**config.mk**
```make
export PLATFORM = sky130hd
export DESIGN_NAME = note_timer
export DESIGN_NICKNAME = d
export VERILOG_FILES = /design/src/rtl/note_timer.sv
export SDC_FILE = /design/constraint.sdc
export NUM_CORES = 1
export LEC_CHECK = 0
export ABC_AREA = 1
export CORE_MARGIN = 1
export CORE_UTILIZATION = 60
export DETAILED_ROUTE_END_ITERATION = 16
export PLACE_DENSITY = 0.87
export REMOVE_ABC_BUFFERS = 1
export SETUP_SLACK_MARGIN = 0.4
export SLEW_MARGIN = 20
export SYNTH_ARGS = -nofsm -noshare
export SYNTH_HDL_FRONTEND = slang
export SYNTH_SLANG_ARGS = --single-unit
```
**constraint.sdc**
```tcl
create_clock -name clk -period 3.3 [get_ports clk]
set_input_delay 0.99 -clock clk [delete_from_list [all_inputs] [get_ports clk]]
set_output_delay 0.99 -clock clk [all_outputs]
set_load 0.1 [all_outputs]
```
**src/rtl/note_timer.sv**
```systemverilog
// Minibeat/beat timebase plus a single-note duration timer with a valid/ready note intake.
// Optional NOTE_TIMER_GAP_EN adds a one-minibeat silent gap after each note.
`timescale 1ns/1ps
module note_timer #(
   parameter int unsigned CLK_PER_MINIBEAT = 520833
) (
   input  logic       clk,
   input  logic       reset,
   input  logic       play_enable,
   input  logic       note_valid,
   input  logic [5:0] note_duration,
   output logic       note_ready,
   output logic [5:0] duration,
   output logic       minibeat,
   output logic       beat,
   output logic       note_start,
   output logic       note_active,
   output logic       note_done
);

   localparam logic [19:0] PRESC_LAST = 20'(CLK_PER_MINIBEAT - 1);

   typedef enum logic [1:0] {IDLE, PLAY, GAP} state_t;

   state_t      state;
   logic [1:0]  rst_sync;
   logic        rst_n;
   logic [19:0] presc;
   logic [1:0]  mb_cnt;
   logic [7:0]  countdown;
   logic        tick;
   logic        accept;
   logic [5:0]  dur_eff;

   // Assert asynchronously, release two edges later so the timebase starts on a clean edge.
   always_ff @(posedge clk or negedge reset) begin
      if (!reset) rst_sync <= 2'b00;
      else        rst_sync <= {rst_sync[0], 1'b1};
   end
   assign rst_n = rst_sync[1];

   assign tick       = play_enable && (presc == PRESC_LAST);
   assign note_ready = (state == IDLE);
   assign accept     = note_valid && note_ready;
   assign dur_eff    = (note_duration < 6'd4) ? 6'd4 : note_duration;

   // Free-running timebase; frozen (not reset) while paused so no tick is lost or repeated.
   always_ff @(posedge clk or negedge rst_n) begin
      if (!rst_n) begin
         presc    <= '0;
         mb_cnt   <= '0;
         minibeat <= 1'b0;
         beat     <= 1'b0;
      end else begin
         minibeat <= tick;
         beat     <= tick && (mb_cnt == 2'd3);
         if (play_enable) presc <= tick ? '0 : presc + 20'd1;
         if (tick)        mb_cnt <= mb_cnt + 2'd1;
      end
   end

   always_ff @(posedge clk or negedge rst_n) begin
      if (!rst_n) begin
         state       <= IDLE;
         countdown   <= '0;
         duration    <= '0;
         note_start  <= 1'b0;
         note_active <= 1'b0;
         note_done   <= 1'b0;
      end else begin
         note_start <= 1'b0;
         note_done  <= 1'b0;
         case (state)
            IDLE: begin
               if (accept) begin
                  duration    <= dur_eff;
                  countdown   <= {dur_eff, 2'b00};
                  note_start  <= 1'b1;
                  note_active <= 1'b1;
                  state       <= PLAY;
               end
            end
            PLAY: begin
               // note_done is visible during the final minibeat; the note ends on the edge after it.
               if (note_done) begin
                  note_active <= 1'b0;
`ifdef NOTE_TIMER_GAP_EN
                  state       <= GAP;
`else
                  state       <= IDLE;
`endif
               end else if (tick) begin
                  countdown <= countdown - 8'd1;
                  if (countdown == 8'd1) note_done <= 1'b1;
               end
            end
            GAP: begin
               if (tick) state <= IDLE;
            end
            default: state <= IDLE;
         endcase
      end
   end

endmodule

```
==> impl_metrics.ini, run 1 <==
[run_status]
status = finished, final reports clean

[power]
p_leak_nw = 1.43
power.total_mw = 1.11
p_per_area_nw_per_um2 = 414
ir_drop_v = 0.000364

[clocking]
holdBufCountCts = 0
cts_sinks = 43
clk_path_buf_depth = 2
cts_buffers = 5
clkTransAtPathRegs_ns = 0.08
cts_tree = built
clock-root-buffer = clkbuf_8
clk_latency_ns = 0.30
cts_resized = 0
htree_levels = 2
post-cts-setup-buffer-count = 0

[global_route]
grt_pass1_vias = 1852
grt_pass1_wl_um = 8370
antenna_found_initial = 0
overflow = 0
grt_use_total_pct = 26.3
grt_max_degree = 38

[critical_path]
worst_setup_path_end_kind = flip-flop
r2r_slack_ns = 1.58
r2r_end = countdown[5]
cp_data_required_time_ns = 3.52
r2r_start = presc[0]
crit_buf_inv = 1
critical_path_class = input pin to flip-flop
start_kind = input pin
path_max_fanout = 10
crit_family = buffers and inverters
cp_slowest_cell = clkdlybuf4s50_1
reg2regPathDepth = 11
arrival_ns = 2.55
critPathMaxStageDelay_ns = 0.70
crit_chain = clkdlybuf4s50_1 > nand3_2 > nor2_4 > nand2_1 > o21bai_1 > nand2_1 > a21oi_1
crit_path_frequent_cell = nand2_1

[logic_synthesis]
yosys.area_share.simple_pct = 35.6
netlist.area_leader.share_pct = 45.6
syn_area_um2 = 2360
ys.flop_type = dfrtp_1
synth_top_family_by_area = simple AND/OR/NAND/NOR gates
synth-edff-count = 0
synthMuxAreaShare_pct = 0
yosysWarnings = 0
syn_area_per_cell_um2 = 7.92
yosys.area_share.adder_pct = 2.65
synth_compound_area_share_pct = 5.25
synth_area_leaders = dfrtp_1 46%, nand2_1 14%, inv_1 5.6%
synthCells = 298
synthDistinctLibCells = 32
synth_xor_xnor_area_share_pct = 2.97
synth_area_leader_cell = dfrtp_1
synthArstFlopShare_pct = 100
ys_seq_area_share_pct = 45.6
ys_ff_latch = 43

[detailed_routing]
ant_nets = 0
avgViaCountPerCell = 5.16
drc = 0
routed_wl_um = 4780
dr_total_vias = 1923
drt_first_iter_violations = 196
first_pass_iters = 9
wire_per_inst_um = 12.8

[place]
finalWeightedCongestion = 0.859
portBuffers = 21
dp_hpwl_um = 3520

[job]
drv_cap = 0

[finish]
final_nets = 339
final_common_cell = nand2_1
drive_gt1_share_pct = 14.8
multiInputGateArea_um2 = 1100
seq_area_um2 = 1080
final.fill_count = 296
antenna_cells = 0
layout_common_cells = 89 x nand2_1, 43 x dfrtp_1, 35 x inv_1, 35 x nor2_1, 25 x nand3_1
syn_to_final_growth_pct = 13.4

[timing]
setup_viol = 0
skew_ns = 0.00784
slew_viol_final = 0
period_minus_slack_ns = 2.33
rsz0062_at_grt = no
hold_viol = 0
finalCritPeriodShare_pct = 70.5
fmax_ghz = 0.430
fin_tns_setup_ns = 0

[worst_hold_path]
min_path_type = flip-flop to asynchronous set/reset pin

[die]
rows = 22
core_area_um2 = 3720
fp.dieH_um = 64.7
start_util_pct = 63.5
ios = 22
die_w_um = 64.7
die-area_um2 = 4190
-- final cells by class --
type                    instances  share of cell area (%)
clock inverters                 3                   0.935
multi-input cells             211                    41.2
repair buffers                 22                    7.02
clock buffers                   5                    2.57
well taps                      48                    2.25
flip-flops and latches         43                    40.2
inverters                      41                    5.85
-- flip-flops by register name, indices dropped and copies added (netlist names) --
register     count
rst_sync         2
minibeat         1
duration         6
mb_cnt           2
beat             1
countdown        8
note_start       1
note_done        1
presc           20
note_active      1
-- per-stage QoR --
stage | std cells | hold slack [ns] | util (%) | setup slack, ns | cell area (um^2)
4_1_cts | 373 | 0.0761 | 72.0 | 0.972 | 2680
3_5_place_dp | 365 | 0.0715 | 69.5 | 0.679 | 2580
5_1_grt | 373 | 0.0899 | 72.0 | 0.857 | 2680
2_1_floorplan | 295 | 0.331 | - | 0.913 | 2330
6_report | 373 | 0.0678 | 72.0 | 0.972 | 2680
3_3_place_gp | 365 | 0.0616 | 69.5 | 0.740 | 2580
-- cells in the mapped netlist, types with 4 or more instances --
cell type	instances
inv_1	35
nor2_4	4
nand2_4	5
inv_2	5
ha_1	5
nor2_1	35
o21ai_0	10
dfrtp_1	43
nand2_1	89
xor2_1	5
nand3_1	25
a21oi_1	8
-- metal layers --
layer	vias to the layer above	part of all wire [%]	GRT usage, %
met1	902	47	36.0
met5	-	0	0
li1	975	-	-
met2	36	48	41.0
met4	0	1.3	8.89
met3	10	4.5	6.34
-- logic make-up after synthesis --
| kind of cell | after synthesis |
|---|---|
| buffers and inverters | 44 |
| and+or+nand+nor | 175 |
| xor gates and xnor gates | 8 |
| DFF | 43 |
| adders and majority gates | 5 |
| AOI/OAI and AO/OA | 22 |
| other | 1 |
-- how the worst max path moves through the flow --
stage                      from      endpoint  cells after the start
floorplan           note_active    note_ready                      1
global placement    play_enable  countdown[7]                      8
detailed placement  play_enable  countdown[0]                      8
CTS                 play_enable     presc[12]                      7
global route        play_enable  countdown[0]                      8
finish              play_enable     presc[12]                      7
-- where the power goes --
| part | internal, mW | switching [mW] |
|---|---|---|
| sequential | 0.566 | 0.0481 |
| combinational | 0.0589 | 0.0918 |
| clock | 0.151 | 0.192 |
No activity file was read; power rests on OpenSTA's default activity.
==> run 2: changes to the inputs <==
--- a/config.mk
+++ b/config.mk
@@ -7,9 +7,9 @@
 export LEC_CHECK = 0
 export ABC_AREA = 1
 export CORE_MARGIN = 1
-export CORE_UTILIZATION = 60
+export CORE_UTILIZATION = 57
 export DETAILED_ROUTE_END_ITERATION = 16
-export PLACE_DENSITY = 0.87
+export PLACE_DENSITY = 0.83
 export REMOVE_ABC_BUFFERS = 1
 export SETUP_SLACK_MARGIN = 0.4
 export SLEW_MARGIN = 20
==> constraint.sdc (replaced) <==
create_clock -name clk -period 2.35 [get_ports clk]
set_input_delay 0.705 -clock clk [delete_from_list [all_inputs] [get_ports clk]]
set_output_delay 0.705 -clock clk [all_outputs]
set_load 0.1 [all_outputs]
==> run 2 against run 1 <==
  * Sequential share of layout area down 0.86 points
  * Register-to-register slack worse by 0.95 ns
  * Hold slack better by 0.25 ns
  * Final cell count up 0.80%
  * Power up 50%
  * Flip-flop and latch count unchanged
  * Combinational power up 40%
  * Clock skew up 0.0016 ns
  * Utilization down 3.6 points
  * Clock power up 71%
  * Largest cell class unchanged
  * Largest power group unchanged
  * Highest routed layer unchanged
==> impl_metrics.ini, run 2 (synthesis gave the netlist of run 1 again) <==
[critical_path]
arrival_ns = 1.13
critical_path_class = flip-flop to output port
r2r_slack_ns = 0.63
reg2regPathDepth = 11
start_kind = flip-flop
r2r_end = countdown[7]
path_max_fanout = 10
cp_data_required_time_ns = 1.64
worst_setup_path_end_kind = output port
crit_end = note_ready
r2r_start = presc[0]
setup.worst_path.start = note_active

[clocking]
clk_latency_ns = 0.30
clk_path_buf_depth = 2
cts_tree = built
cts_sinks = 43
post-cts-setup-buffer-count = 0
cts_buffers = 5
holdBufCountCts = 0
clkTransAtPathRegs_ns = 0.08
clock-root-buffer = clkbuf_8
htree_levels = 2

[global_route]
grt_use_total_pct = 25.1
antenna_found_initial = 0
overflow = 0
grt_max_degree = 42
grt_pass1_vias = 1848
grt_pass1_wl_um = 8080

[die]
core_area_um2 = 4000
fp.dieH_um = 66.3
start_util_pct = 59.0
ios = 22
die-area_um2 = 4400
die_w_um = 66.3
rows = 23

[timing]
fmax_ghz = 0.544
rsz0062_at_grt = no
relSlewSlack_pct = 65.5
period_minus_slack_ns = 1.84
worstMarginPinSlew_ns = 0.518
setup_slack_ns = 0.510
hold_viol = 0
whs_ns = 0.316
finalCritPeriodShare_pct = 78.3
slew_viol_final = 0
skew_ns = 0.00946
setup_viol = 0
fin_tns_setup_ns = 0

[power]
clkPwrFrac_pct = 35.5
p_per_area_nw_per_um2 = 607
switchingPower_mw = 0.460
comb_power_share_pct = 12.7
switching_share_pct = 27.7
p_int_mw = 1.20
p_leak_nw = 1.46
seqPwrFrac_pct = 51.8
ir_drop_v = 0.000387

[detailed_routing]
routed_wl_um = 4630
avgViaCountPerCell = 5.07
ant_nets = 0
wire_per_inst_um = 12.3
drt_first_iter_violations = 95
drc = 0
first_pass_iters = 4
dr_total_vias = 1906

[place]
dp_hpwl_um = 3460
finalWeightedCongestion = 0.876
portBuffers = 21
dp_slack_ns = 0.0926
dp_cells = 368
placed_cell_area_um2 = 2620

[finish]
final_nets = 340
final_common_cell = nand2_1
largest_reg_flops = 20
design_area_um2 = 2740
syn_to_final_growth_pct = 16.0
regMostFlops = presc
antenna_cells = 0
fin_cells = 376
top_regs = presc (20), countdown (8), duration (6)
layout_common_cells = 89 x nand2_1, 42 x dfrtp_1, 35 x inv_1, 35 x nor2_1, 25 x nand3_1
drive_gt1_share_pct = 15.3

[job]
drv_cap = 0

[run_status]
status = finished, final reports clean

[worst_hold_path]
min_path_type = flip-flop to asynchronous set/reset pin
-- run 2: stage by stage --
step	util [%]	power [mW]
global placement	65.4	1.08
CTS	68.3	1.68
global route	68.4	1.76
floorplan	-	1.02
finish	68.4	1.66
detailed placement	65.4	1.09
-- run 2: worst min-delay path by stage --
stage	to	cells after the start	slack, ns	from
after CTS	duration[2]	1	0.34	rst_sync[1]
after floorplan	rst_sync[1]	0	0.33	rst_sync[0]
after global placement	duration[2]	1	0.32	rst_sync[1]
final	duration[3]	1	0.32	rst_sync[1]
after global routing	rst_sync[1]	0	0.38	rst_sync[0]
after detailed placement	duration[2]	1	0.33	rst_sync[1]
-- run 2: area by class of cell --
class / count / area (um^2)
Sequential cell: 43 / 1080
Multi-Input combinational cell: 211 / 1100
Clock inverter: 3 / 47.5
Fill cell: 344 / 1260
Clock buffer: 5 / 68.8
Tap cell: 50 / 62.6
Inverter: 41 / 156
Timing Repair Buffer: 23 / 223
-- run 2: repair_timing --
item | 4_1_cts | 5_1_grt
hold endpoints to repair | 0 | 0
setup endpoints to repair | 0 | 19
gates resized for setup | 0 | 2
-- run 2: power groups by stage --
stage | logic (mW) | clock network [mW] | registers (mW)
floorplan | 0.149 | 0 | 0.867
global placement | 0.204 | 0 | 0.872
detailed placement | 0.213 | 0 | 0.875
CTS | 0.215 | 0.602 | 0.861
global route | 0.247 | 0.640 | 0.868
finish | 0.211 | 0.589 | 0.859
-- run 2: worst max-delay path, cell delays in order, from the launching register on --
cell     delay (ns)
dfrtp_2        0.50
inv_4          0.16
buf_12         0.19
-- run 2: routing by layer --
layer | vias to the layer above | wire length, um | track usage, %
met2 | 35 | 2380 | 43.6
met3 | 9 | 155 | 6.21
met4 | 0 | 104 | 9.84
li1 | 975 | - | -
met5 | - | 0 | 0
met1 | 887 | 2000 | 29.6
==> run 3: changes to the inputs <==
==> constraint.sdc (replaced) <==
create_clock -name clk -period 1.8 [get_ports clk]
set_input_delay 0.54 -clock clk [delete_from_list [all_inputs] [get_ports clk]]
set_output_delay 0.54 -clock clk [all_outputs]
set_load 0.1 [all_outputs]
==> run 3 against run 2 <==
  * Clock-buffer cell count rose by 1
  * Clock power rose by 26%
  * Final area rose by 19%
  * Hold slack got worse by 0.012 ns
  * Critical path depth rose by 9
  * Worst setup slack got worse by 0.32 ns
  * Final cell count rose by 6.1%
  * Die area did not move
  * Combinational power rose by 110%
  * Register-to-register slack got worse by 0.44 ns
  * Non-clock buffer count rose by 23
  * Via count rose by 14%
  * Largest cell class unchanged
  * Largest power group unchanged
  * Highest routed layer unchanged
==> impl_metrics.ini, run 3 (synthesis gave the netlist of run 1 again) <==
[critical_path]
start_kind = flip-flop
crit_family = simple AND/OR/NAND/NOR gates
crit_chain = inv_2 > ha_4 > inv_2 > nor2_4 > nand2_2 > nor2_4 > nand3_4 > nand2_4 > nand2_8 > nand2_2 > nand2_1
cp_data_required_time_ns = 1.99
r2r_slack_ns = 0.19
path_max_fanout = 8
critPathMaxStageDelay_ns = 0.41
r2r_start = presc[0]
r2r_end = countdown[0]
cp.depth = 11
cp_slowest_cell = dfrtp_1
worst_setup_path_end_kind = flip-flop
arrival_ns = 1.80
crit_buf_inv = 2
critical_path_class = flip-flop to flip-flop
reg2regPathDepth = 11

[detailed_routing]
drc = 0
wire_per_inst_um = 15.9
routed_wl_um = 6350
dr_total_vias = 2180
drt_first_iter_violations = 156
first_pass_iters = 4
ant_nets = 0
avgViaCountPerCell = 5.46

[global_route]
grt_pass1_vias = 2138
grt_use_total_pct = 28.9
grt_pass1_wl_um = 9350
antenna_found_initial = 0
overflow = 0
grt_max_degree = 42

[power]
comb_power_share_pct = 19.4
switching_share_pct = 29.6
ir_drop_v = 0.000411
p_per_area_nw_per_um2 = 714
switchingPower_mw = 0.691
seqPwrFrac_pct = 48.9
p_int_mw = 1.64
clkPwrFrac_pct = 31.8
p_leak_nw = 1.65

[die]
start_util_pct = 59.0
ios = 22
die_w_um = 66.3
rows = 23
core_area_um2 = 4000
die-area_um2 = 4400
fp.dieH_um = 66.3

[run_status]
status = finished, final reports clean

[timing]
slew_viol_final = 0
fmax_ghz = 0.620
skew_ns = 0.0116
setup_viol = 0
finalCritPeriodShare_pct = 89.6
setup_slack_ns = 0.187
relSlewSlack_pct = 64.4
hold_viol = 0
rsz0062_at_grt = yes
period_minus_slack_ns = 1.61
worstMarginPinSlew_ns = 0.532

[place]
finalWeightedCongestion = 0.870
dp_cells = 376
portBuffers = 21
dp_slack_ns = -0.313
placed_cell_area_um2 = 2800
dp_hpwl_um = 3780

[clocking]
clk_path_buf_depth = 2
htree_levels = 2
cts_tree = built
holdBufCountCts = 0
cts_buffers = 5
clk_latency_ns = 0.30
clock-root-buffer = clkbuf_8
cts_sinks = 43
clkTransAtPathRegs_ns = 0.09

[finish]
final_common_cell = nand2_1
top_regs = presc (20), countdown (8), duration (6)
drive_gt1_share_pct = 33.5
multiInputGateArea_um2 = 1330
seq_area_um2 = 1080
final.fill_count = 224
syn_to_final_growth_pct = 38.5
largest_reg_flops = 20
regMostFlops = presc
layout_common_cells = 72 x nand2_1, 42 x dfrtp_1, 32 x inv_1, 26 x nor2_1, 21 x nand3_1
final_nets = 364
design_area_um2 = 3270
antenna_cells = 0
fin_cells = 399

[job]
drv_cap = 0

[worst_hold_path]
min_path_type = flip-flop to asynchronous set/reset pin
## run 3: power groups by stage
stage	clock [mW]	sequential, mW	combinational [mW]
floorplan	0	1.13	0.194
global placement	0	1.13	0.274
detailed placement	0	1.14	0.286
CTS	0.737	1.12	0.351
global route	0.788	1.14	0.501
finish	0.741	1.14	0.453
## run 3: worst max path at each step
stage | from | to | slack, ns
after floorplan | note_active | countdown[5] | -0.43
after global placement | play_enable | countdown[7] | -0.25
after detailed placement | play_enable | countdown[7] | -0.31
after CTS | presc[0] | countdown[7] | 0.22
after global routing | presc[0] | countdown[2] | 0.10
final | presc[0] | countdown[0] | 0.19
## run 3: layout make-up
type                       instances  share of cell area (%)
clock inverter                     1                   0.919
clock buffer                       6                    2.22
timing repair buffer              46                    16.5
inverter                          41                    4.94
sequential                        43                    33.0
tap                               50                    1.91
multi-input combinational        212                    40.6
## run 3: timing repair
| item | in CTS | in global routing |
|---|---|---|
| buffers inserted | 11 | 4 |
| endpoints found under the setup margin | 44 | 43 |
| cloned | 1 | 0 |
| pin swaps | 16 | 26 |
| resized for setup | 23 | 45 |
## run 3: per-layer routing
metal	vias up	track usage (%)	part of all wire (%)	wire, um
met5	-	0	0	0
met3	19	5.69	4.3	273
li1	1029	-	-	-
met2	74	55.2	55	3500
met4	0	14.6	2.5	159
met1	1058	29.2	38	2430
## run 3: stage by stage
stage	hold WS [ns]	util [%]	TNS [ns]	total power [mW]
2_1_floorplan	0.244	-	-4.79	1.33
3_3_place_gp	0.321	70.0	-5.36	1.41
3_5_place_dp	0.329	70.0	-6.99	1.43
4_1_cts	0.335	76.5	0	2.20
5_1_grt	0.362	81.7	0	2.43
6_report	0.304	81.7	0	2.33
